## config.mk

```make
export PLATFORM = sky130hd
export DESIGN_NAME = lcd1602_bus_reader
export DESIGN_NICKNAME = d
export VERILOG_FILES = /design/src/rtl/lcd1602_bus_reader.sv
export SDC_FILE = /design/constraint.sdc
export NUM_CORES = 1
export LEC_CHECK = 0
export BUFFER_PORTS_ARGS = -buffer_cell sky130_fd_sc_hd__buf_4
export CAP_MARGIN = 40
export CORE_MARGIN = 3
export CORE_UTILIZATION = 59
export DETAILED_ROUTE_END_ITERATION = 8
export PLACE_DENSITY = 0.84
export SYNTH_ARGS = -nofsm -noshare
export SYNTH_HDL_FRONTEND = slang
export SYNTH_SLANG_ARGS = --single-unit
```

## constraint.sdc

```tcl
create_clock -name clk -period 5.8 [get_ports clk]
set_input_delay 0.58 -clock clk [delete_from_list [all_inputs] [get_ports clk]]
set_output_delay 0.58 -clock clk [all_outputs]
set_load 0.05 [all_outputs]
```

## src/rtl/lcd1602_bus_reader.sv

```systemverilog
// Read-side transactor for the HD44780/LCD1602 bus: runs RS/RW/E read cycles and
// optionally repeats busy-flag reads until BF clears or the poll budget runs out.
module lcd1602_bus_reader #(
  parameter int T_AS      = 3,
  parameter int T_PW      = 25,
  parameter int T_H       = 2,
  parameter int T_GAP     = 20,
  parameter int MAX_POLLS = 255
) (
  input  logic       clk,
  input  logic       reset,
  input  logic       req_i,
  input  logic       rs_sel_i,
  input  logic       wait_bf_i,
  input  logic [7:0] data_i,
  output logic       ready_o,
  output logic       bus_busy_o,
  output logic       done_o,
  output logic [7:0] rd_data_o,
  output logic       busy_flag_o,
  output logic [6:0] addr_o,
  output logic       timeout_o,
  output logic       rs,
  output logic       rw,
  output logic       enable
);

  localparam int T_MAX_A = (T_AS > T_PW) ? T_AS : T_PW;
  localparam int T_MAX_B = (T_H > T_GAP) ? T_H : T_GAP;
  localparam int T_MAX   = (T_MAX_A > T_MAX_B) ? T_MAX_A : T_MAX_B;
  localparam int TW      = $clog2(T_MAX + 1);
  localparam int PW      = $clog2(MAX_POLLS + 1);

  // Each phase timer is loaded with (length - 1) and the phase ends when it reaches zero.
  localparam logic [TW-1:0] AS_LD  = TW'(T_AS - 1);
  localparam logic [TW-1:0] PW_LD  = TW'(T_PW - 1);
  localparam logic [TW-1:0] H_LD   = TW'(T_H - 1);
  localparam logic [TW-1:0] GAP_LD = TW'(T_GAP - 1);
  localparam logic [PW-1:0] POLL_MAX = PW'(MAX_POLLS);

  typedef enum logic [2:0] {
    S_IDLE,
    S_SETUP,
    S_E_HIGH,
    S_HOLD,
    S_GAP
  } state_t;

  state_t        state;
  logic [TW-1:0] timer;
  logic [PW-1:0] poll_cnt;
  logic          sel_q;
  logic          auto_poll_q;

  assign ready_o    = (state == S_IDLE);
  assign bus_busy_o = (state != S_IDLE);

  always_ff @(posedge clk or negedge reset) begin
    // NOTE: every flop, including the read-data registers, is cleared by the async reset so
    // the bus pins drop the instant reset asserts and no stale byte survives it.
    if (!reset) begin
      state       <= S_IDLE;
      timer       <= '0;
      poll_cnt    <= '0;
      sel_q       <= 1'b0;
      auto_poll_q <= 1'b0;
      rs          <= 1'b0;
      rw          <= 1'b0;
      enable      <= 1'b0;
      done_o      <= 1'b0;
      timeout_o   <= 1'b0;
      rd_data_o   <= '0;
      busy_flag_o <= 1'b0;
      addr_o      <= '0;
    end else begin
      // NOTE: done_o defaults low every cycle (non-blocking, last assignment wins), so it can
      // only ever be a single-cycle pulse.
      done_o <= 1'b0;
      case (state)
        S_IDLE: begin
          if (req_i) begin
            sel_q       <= rs_sel_i;
            auto_poll_q <= wait_bf_i & ~rs_sel_i;
            timeout_o   <= 1'b0;
            poll_cnt    <= PW'(1);
            timer       <= AS_LD;
            rs          <= rs_sel_i;
            rw          <= 1'b1;
            state       <= S_SETUP;
          end
        end
        S_SETUP: begin
          if (timer == '0) begin
            enable <= 1'b1;
            timer  <= PW_LD;
            state  <= S_E_HIGH;
          end else begin
            timer <= timer - TW'(1);
          end
        end
        S_E_HIGH: begin
          if (timer == '0) begin
            enable    <= 1'b0;
            rd_data_o <= data_i;
            if (!sel_q) begin
              busy_flag_o <= data_i[7];
              addr_o      <= data_i[6:0];
            end
            timer <= H_LD;
            state <= S_HOLD;
          end else begin
            timer <= timer - TW'(1);
          end
        end
        S_HOLD: begin
          if (timer == '0) begin
            rs    <= 1'b0;
            rw    <= 1'b0;
            timer <= GAP_LD;
            state <= S_GAP;
          end else begin
            timer <= timer - TW'(1);
          end
        end
        S_GAP: begin
          if (timer == '0) begin
            if (auto_poll_q && rd_data_o[7] && (poll_cnt != POLL_MAX)) begin
              poll_cnt <= poll_cnt + PW'(1);
              rs       <= sel_q;
              rw       <= 1'b1;
              timer    <= AS_LD;
              state    <= S_SETUP;
            end else begin
              // Reaching here with BF still set under auto-poll means the budget is spent.
              timeout_o <= auto_poll_q & rd_data_o[7];
              done_o    <= 1'b1;
              state     <= S_IDLE;
            end
          end else begin
            timer <= timer - TW'(1);
          end
        end
        default: state <= S_IDLE;
      endcase
    end
  end

endmodule

```

# Yosys cells after proc, flatten, opt, wreduce, memory -nomap -nowiden
# Cells that the tools add are included.
# op_classes
bitwise_logic	4
n_addsub	2
n_reduce_logical	18
muxes	36
eq_ne	13
# ops
op	n
two-way mux 5 bit	6
one-hot mux 5 bit (5 select lines)	1
two-way mux 8 bit	3
one-hot mux 8 bit (2 select lines)	1
two-way mux 1 bit	15
two-way mux 3 bit	5
one-hot mux 3 bit (5 select lines)	1
!= test 2 bit (second input constant)	7
AND reduction 5 bit	2
AND reduction 3 bit	3
adder 8 x 1 -> 8 bit (second input constant)	1
!= test 8 bit (second input constant)	1
AND reduction 4 bit	2
equality test 3 x 2 -> 1 bit (second input constant)	2
one-hot mux 1 bit (3 select lines)	2
nonzero test 3 bit	2
logical NOT 5 bit	1
nonzero test 5 bit	1
subtractor 5 x 1 -> 5 bit (second input constant)	1
one-hot mux 1 bit (2 select lines)	2
AND reduction 2 bit	2
nonzero test 2 bit	2
equality test 3 x 1 -> 1 bit (second input constant)	1
equality test 3 bit (second input constant)	1
5 further kinds	8
# word_totals
regBits	39
output_inout_bits	23
word_cells	86
inputBits	13

# Depth between registers and ports, before layout
# Gate-level depths: netlist of run 1.
# depth
depth_word	5
depth_mapped	7
ltp_nobuf	6

# Worst setup path after synthesis of run 1
# No wires, ideal clock.
# synth_path
path_type	register to register
startpoint	register timer[0]
endpoint	register addr_o[0]
stages_incl_launch_ff	8
setup_time_ns	0.125
n_path_buf	1
arrival_time_ns	2.165
path_slack_ns	3.511
required_ns	5.675
period_less_slack_ns	2.289
path_cell_list	dfrtp_1 inv_1 ha_1 or4b_4 or4_1 buf_6 nor2_8 mux2_2
# synth_via
elab_chain_len	2
# synth_rtl
element	line	rtl
start: declaration	50	logic [TW-1:0] timer;
start signal: assignment	98	timer <= timer - TW'(1);
start signal: assignment	112	timer <= timer - TW'(1);
start signal: assignment	122	timer <= timer - TW'(1);
logical NOT 5 bit	102	if (timer == '0) begin
AND reduction 3 bit (no source line)	n/a	
end signal: assignment	107	addr_o <= data_i[6:0];
end: declaration	21	output logic [6:0] addr_o,
# Every way passes these cells.
# A chain may end at the register's enable or synchronous reset.

# Worst setup path after layout of run 1
# layout_path
startpoint	register timer[0]
endpoint	register addr_o[1]
# Same word-level chain as after synthesis.

==> results of run 1 <==
[final cells by class]
| cell class | instances | share of cell area (%) |
|---|---|---|
| flip-flops and latches | 39 | 41.2 |
| multi-input cells | 138 | 41.0 |
| repair buffers | 35 | 11.1 |
| clock buffers | 8 | 2.91 |
| well taps | 44 | 2.33 |
| inverters | 9 | 1.43 |
[placed cells by master (no fill, tap or decap), drive strengths merged, types with 3 or more instances in the layout]
| cell type | Yosys | routed |
|---|---|---|
| clkbuf | 8 | 8 |
| a211oi | 6 | 6 |
| o31ai | 3 | 3 |
| a21oi | 7 | 7 |
| nand2b | 3 | 3 |
| nor2b | 3 | 3 |
| o211ai | 3 | 3 |
| nor3 | 3 | 3 |
| nand2 | 19 | 19 |
| inv | 9 | 9 |
| nand3 | 4 | 4 |
| dfrtp | 39 | 39 |
| a31oi | 3 | 3 |
| nor4b | 3 | 3 |
| mux2 | 18 | 18 |
| mux2i | 5 | 5 |
| nor2 | 13 | 13 |
| o22ai | 5 | 5 |
| o21ai | 10 | 10 |
| buf | 3 | 35 |
[cells in the mapped netlist (all sizes together), types with 2 or more instances]
cell     n  area [um2]
nand2   19        71.3
o211ai   3        22.5
or4      2        15.0
nor2    13        65.1
clkbuf   8        30.0
o22ai    5        31.3
mux2i    5        50.1
nor3     3        15.0
inv      9        33.8
a211oi   6        45.0
nand3    4        20.0
and4     2        17.5
o31ai    3        22.5
dfrtp   39         976
a21boi   2        15.0
mux2    18         203
ha       2        25.0
or4b     2        23.8
or3      2        12.5
nand2b   3        18.8
a31oi    3        18.8
nor2b    3        18.8
nor4b    3        32.5
buf      3        21.3
o21ai   10        50.1
and3     2        12.5
a21o     2        15.0
a21oi    7        35.0
nand4    2        12.5
[per-layer routing]
metal  vias to the layer above  track usage (%)
met3                         5             4.85
li1                        784                -
met2                        37             35.2
met5                         -                0
met1                       821             31.6
met4                         0             5.28
[kinds of logic after synthesis]
family	count (synthesis)	share of synthesized area [%]
AOI/OAI and AO/OA	48	15.7
xor gates and xnor gates	1	0.431
adders and majority gates	2	1.23
buffers and inverters	20	4.19
DFF	39	48.0
muxes	23	12.4
and+or+nand+nor	64	18.0
[sequential cells by signal (all words and copies together), names as in the netlist]
signal and count:
busy_flag_o 1, timeout_o 1, state 3, timer 5
sel_q 1, rd_data_o 8, rw 1, poll_cnt 8
enable 1, auto_poll_q 1, addr_o 7, done_o 1
rs 1
[through the flow]
step | total power, uW | hold WS, ps
after floorplan | 319 | 284
after global placement | 343 | 467
after detailed placement | 345 | 496
after CTS | 498 | 192
after global routing | 516 | 207
final | 494 | 191
[worst paths after layout]
| path | start | end | slack, ps | cells past startpoint |
|---|---|---|---|---|
| min in group clk | rs_sel_i | sel_q | 460 | 3 |
| min | reset | poll_cnt[6] | 190 | 1 |
| max in group asynchronous | reset | addr_o[1] | 5270 | 1 |
| max | timer[0] | addr_o[1] | 3060 | 6 |
| min reg2reg | rd_data_o[1] | rd_data_o[1] | 520 | 1 |
| max reg2reg | timer[0] | addr_o[1] | 3060 | 6 |
[where the power goes]
part | leakage (uW) | internal [uW] | total, uW | switching, uW
sequential | 0.000488 | 279 | 283 | 4.15
combinational | 0.000559 | 19.2 | 55.7 | 36.5
clock | 0.0000386 | 71.4 | 156 | 84.4
==> run summary, run 1 <==
The die is 64.7 um wide. In this run the post-CTS setup repair buffer count came out at 0. The full die area is 0.00418 mm2.

After detailed routing, the number of vias per cell comes to 6.03. The distinct cell type count of the synthesized netlist is 45. The number of antenna cells inserted is 0. The minimum setup slack in the final design came out at 3060 ps.

The average wire length per cell after detail routing is 15.7 um. The number of maximum-capacitance violations is 0. The total power divided by cell area is 209 mW/mm2. The total routed wire length on the met1 layer is 1.96 mm. The count of filler cells inserted in the layout is 255. For the final routed database, the setup TNS stands at 0 ps. The first-pass detailed-route iteration total came out at 4. The number of endpoints with negative hold slack in the final report came out at 0. After detailed placement, the total cell area comes to 0.00230 mm2. The first-pass GRT wire length is 7.35 mm.

The netlist area before placement came out at 0.00203 mm2. The delay of the slowest cell on the worst path came out at 710 ps. The global-route total usage across every layer came out at 22.3%. The clock buffer count from CTS is 5.

Once placement completed, the tool counted placed cells totaling 265. The fraction of final layout cells sized beyond drive strength 1 came out at 28.8%. The clock transition at the registers of the reported paths is 110 ps. For this design the static power due to leakage is 0.00109 uW.

The fraction of the yosys area taken by sequential cells came out at 48.0%. The initial antenna violation count is 0. The number of buffers on the longest clock path is 2. The worst slew margin relative to its limit is 33.9%.

The kind of cell adding the most delay to the critical path is simple AND/OR/NAND/NOR gates. After synthesis, the share of flip-flops with an asynchronous set or reset is 100%. The worst-margin pin slew came out at 990 ps. The maximum achievable frequency came out at 365 MHz. The total nets after synthesis is 212. The maximum clock skew at final layout came out at 7.06 ps. In this run the count of I/O pins placed on the die edge is 36. The tree is rooted in a clkbuf_4. The routability congestion estimate is 0.852.

The Yosys warning count is 0. The clock reaches the later pin of the worst-skew pair after 340 ps. The count of nets left with antenna violations once routing finished came out at 0. The total wire length came out at 4.30 mm. Setup repair after global routing left no endpoint under its margin. The critical path data required time is 6030 ps. The initialized floorplan defines 20 standard-cell rows. The net count reported at finish is 243. The synthesized area per cell came out at 10.3 um2. The area of the placeable core came out at 0.00318 mm2. Counting flops with a built-in enable in the synthesized netlist gives 0. The port buffer count came out at 35. Detailed placement ended at an HPWL of 3.12 mm.

The critical path goes through inv_1, ha_1, or4b_4, or4_1, nor2_8, mux2_2. The buffer and inverter count on the worst path came out at 1. The design area is 0.00237 mm2. The initial core utilization is 63.9%.

The count of final max-slew check failures is 0. The synthesized design contains 39 register bits. The H-tree was split into 2 levels. Gates resized during post-CTS repair numbered 0. The met3 layer wire length in the routed design is 168 um. From synthesis to final layout, the design area changed by 16.5%. The data arrival time of the critical path is 2960 ps.

The topmost layer with routed signal wires is met4. The worst setup path is captured at a flip-flop. The run finished with clean final reports. The path class of the tightest hold or removal check is in2async. The gate count of the mapped netlist is 197. STA classifies the critical path startpoint as a flip-flop.

After layout, the worst path uses 47.2% of the clock period. Entering global routing, the biggest net connects 40 pins. The first routing iteration left 114 violations. The largest individual stage delay along the critical path comes from the cell or4_1. The number of cells in the finished layout apart from fillers is 273. The post-route DRC violation count came out at 0. The height of the die is 64.7 um. Timing analysis after detailed placement gives a worst setup slack of 3080 ps. The final number of setup-violating endpoints came out at 0. By startpoint and endpoint, the worst setup path is classified as reg2reg.

The routed layout has 1647 vias. The minimum period implied by the final worst setup slack is 2740 ps. The aggregate global routing overflow came out at 0.

The dominant synthesized flop cell is dfrtp_1. The final design utilization came out at 74.5%. Across the VDD grid, the largest voltage drop is 0.144 mV. The footprint of the flip-flops and latches came out at 976 um2. The maximum fanout encountered on the critical timing path came out at 14.

The via count of the first global-routing pass came to 1555. The count of clock tree sinks came out at 39. The total met2 wirelength after detailed routing is 2.13 mm. The multi-input combinational cell area is 971 um2. The number of hold buffers added after CTS came out at 0. The CTS tree is yes.
No activity file was read; power rests on OpenSTA's default activity.
==> run 2: changes to the inputs <==
--- a/config.mk
+++ b/config.mk
@@ -5,12 +5,13 @@
 export SDC_FILE = /design/constraint.sdc
 export NUM_CORES = 1
 export LEC_CHECK = 0
+export ABC_AREA = 1
 export BUFFER_PORTS_ARGS = -buffer_cell sky130_fd_sc_hd__buf_4
 export CAP_MARGIN = 40
 export CORE_MARGIN = 3
-export CORE_UTILIZATION = 59
+export CORE_UTILIZATION = 49
 export DETAILED_ROUTE_END_ITERATION = 8
-export PLACE_DENSITY = 0.84
+export PLACE_DENSITY = 0.75
 export SYNTH_ARGS = -nofsm -noshare
 export SYNTH_HDL_FRONTEND = slang
 export SYNTH_SLANG_ARGS = --single-unit
==> constraint.sdc (replaced) <==
create_clock -name clk -period 2.5 [get_ports clk]
set_input_delay 0.25 -clock clk [delete_from_list [all_inputs] [get_ports clk]]
set_output_delay 0.25 -clock clk [all_outputs]
set_load 0.05 [all_outputs]
==> run 2 against run 1 <==
Compared with the run above:
- total power increased to 6.0 times the previous value
- worst setup slack lost 2200 ps
- sequential share of layout area grew 0.62 points
==> run summary, run 2 <==
The run finished with clean final reports. In the final layout, the registers with the most flip-flops are poll_cnt: 8 flops, rd_data_o: 8 flops, addr_o: 7 flops. Compared with the post-synthesis result, the final layout area differs by 20.2%.

The initial core utilization came to 51.8% (-12 points). The maximum fanout encountered on the critical timing path is 19 (+5). The clock tree root driver cell is clkbuf_8. TritonCTS built the clock tree. The leakage power is 0.00121 uW (+12%). The total power divided by cell area came to 1270 mW/mm2 (+510%). The clock transition at the registers of the reported paths came out at 70 ps (-40 ps). The distinct cell type count of the synthesized netlist was 25 (-44%). The Yosys warning count is 0 (unchanged). The share of the synthesized area in compound gates (AO/OA/AOI/OAI) came out at 11.3% (-4.4 points).

The peak supply drop is 0.706 mV (+390%). The first-pass GRT wire length came out at 6.38 mm (-13%). The share of synthesized flip-flops with an asynchronous set or reset came to 100% (unchanged). The maximum achievable frequency came out at 594 MHz (+63%). nand2_1 is the most common cell in the netlist. The area of the placeable core is 0.00374 mm2 (+18%). The fraction of final layout cells sized beyond drive strength 1 is 20.4% (-8.4 points). The share of the clock period used by the worst path after layout is 67.4% (+20 points). The count of final max-slew check failures is 0 (unchanged). The pin count of the biggest net entering global routing is 40 (unchanged). The worst hold path belongs to the class in2reg. The fraction of the yosys area taken by sequential cells came out at 50.3% (+2.3 points). The data arrival time of the critical path came out at 1860 ps (-1100 ps). The HPWL reported at the end of detailed placement came out at 2.64 mm (-15%).

The fraction of synthesized area in multiplexers is 0% (-12 points). The height of the die is 68.9 um (+6.6%). The number of maximum-capacitance violations came to 0 (unchanged). The antenna violation net count after detailed routing came out at 0 (unchanged). The synthesized area per cell came to 8.02 um2 (-22%). The port buffer count is 35 (unchanged). The maximum clock skew at final layout is 5.95 ps (-1.10 ps).

The worst-skew pair later-pin latency came out at 290 ps (-50 ps). The fraction of the mapped netlist area in simple logic gates came to 27.4% (+9.4 points). The post-route DRC violation count is 0 (unchanged). The net count reported at finish is 298 (+23%).

The worst setup slack after placement is 829 ps (-2250 ps). The number of I/O pins came out at 36 (unchanged). The number of buffers on the longest clock path is 2 (unchanged). The full die area is 0.00475 mm2 (+14%). The count of clock tree sinks is 39 (unchanged).

Setup repair after global routing left no endpoint under its margin. The post-CTS setup buffer count is 0 (unchanged). The worst slew margin relative to its limit is 67.8% (+34 points).

The worst-margin pin slew is 484 ps (-507 ps). The number of vias per cell after detailed routing came out at 4.80 (-20%). The critical path is of the reg2reg type. The dominant combinational cell family by area after synthesis is simple AND/OR/NAND/NOR gates. The netlist area before placement came out at 0.00194 mm2 (-4.5%). The final hold slack came out at 196 ps (+5.74 ps). The first-pass detailed-route iteration total is 4 (unchanged).

STA classifies the critical path endpoint as a flip-flop. The number of core rows is 22 (+10%). Ranked by total cell area, the synthesized netlist is headed by dfrtp_1, nand2_1, inv_1. The critical path data required time is 2670 ps (-3360 ps).

Leaving out fill and tap cells, the most frequent cell in the layout is nand2_1. The global-route total usage across every layer is 18.0% (-4.3 points). The fraction of synthesized cell area in xor and xnor cells was 1.35% (+0.92 points). The gate count of the mapped netlist was 242 (+23%).

The number of cells in the finished layout apart from fillers came out at 332 (+22%). The power after layout came out at 2960 uW (+500%). The total nets after synthesis was 257 (+21%). The clock buffer count from CTS came to 5 (unchanged). The worst setup path is launched from a flip-flop.

The adder and majority cell fraction of the synthesized area came out at 1.29% (+0.058 points). The via count of the first global-routing pass came out at 1489 (-4.2%). The top cell types in the final layout, fill and taps aside, are nand2_1, dfrtp_1, buf_4, inv_1, nor2_1. The violation count after the first detailed-routing iteration is 107 (-6.1%). The number of hold buffers added after CTS is 1 (+1). The number of endpoints with negative hold slack in the final report is 0 (unchanged). The register bit total from synthesis came out at 39 (unchanged). The routability congestion estimate came out at 0.783 (-8.1%). The number of placed cells counting well taps is 323 (+22%). The number of antenna cells inserted is 0 (unchanged). The count of filler cells inserted in the layout is 369 (+45%). For this run, the leading register cell type out of synthesis is dfrtp_1. The number of vias after detailed routing came out at 1593 (-3.3%). The minimum setup slack in the final design came to 816 ps (-2250 ps). The minimum period implied by the final worst setup slack is 1680 ps (-1050 ps). The aggregate global routing overflow came out at 0 (unchanged). The fraction of post-synthesis cell area in the top cell type by area came to 50.3% (+2.3 points). The total wire length is 3.65 mm (-15%).

By count the netlist is led by nand2_1, dfrtp_1, inv_1. The die width is 68.9 um (+6.6%). The setup total negative slack was 0 ps (unchanged). The total number of H-tree levels is 2 (unchanged). The biggest area contributor in the post-synthesis netlist is dfrtp_1.

The initial antenna violation count is 0 (unchanged). The final number of setup-violating endpoints came out at 0 (unchanged). The average wire length per cell after detail routing came out at 11.0 um (-30%). The count of flip-flops with a built-in enable after synthesis is 0 (unchanged). The post-cts repair resize count came out at 0 (unchanged).
run 2: power by group:
group	internal, uW	switching (uW)	total (uW)
Clock	196	210	406
Sequential	838	135	973
Combinational	467	1120	1580
Total	1500	1460	2960
run 2: worst max-delay path, stage by stage, from the launching register on:
cell and delay (ps):
dfrtp_1 380, inv_1 90, ha_1 250, nand3_4 150, nor3_4 120, buf_4 240, nand2_4 160, nand2_1 120
o21ai_2 50
run 2: logic make-up (layout without fill, tap and decap cells):
family / count (synthesis) / after routing
compound gates: 38 / 38
flops: 39 / 39
buf+inv: 38 / 80
xor+xnor: 3 / 3
fa+ha+maj: 2 / 2
simple gates: 122 / 122
run 2: cell type report:
type	count	area, um2	share of cell area (%)
flip-flops and latches	39	976	41.8
inverters	35	131	5.63
clock inverters	1	5.00	0.215
multi-input cells	165	803	34.4
clock buffers	7	76.3	3.27
well taps	48	60.1	2.58
repair buffers	37	280	12.0
run 2: worst paths after layout:
path	startpoint	endpoint	slack (ps)	depth (start not counted)
setup reg to reg	timer[0]	addr_o[3]	820	8
hold / removal	data_i[0]	rd_data_o[0]	200	3
setup / recovery	timer[0]	addr_o[3]	820	8
max in group asynchronous	reset	busy_flag_o	1700	2
min in group asynchronous	reset	timer[4]	460	2
hold reg to reg	rs	rs	470	2
run 2: routing by layer:
metal	routed length [um]	up-vias	global-route usage, %
met2	1530	42	27.0
li1	-	843	-
met1	1820	701	24.5
met5	0	-	0
met4	61	0	7.79
met3	241	7	4.70
run 2: metrics by stage:
stage          area, um2  utilization [%]
2_1_floorplan       1940                -
3_3_place_gp        2240             59.9
3_5_place_dp        2240             59.9
4_1_cts             2330             62.3
5_1_grt             2330             62.3
6_report            2330             62.3
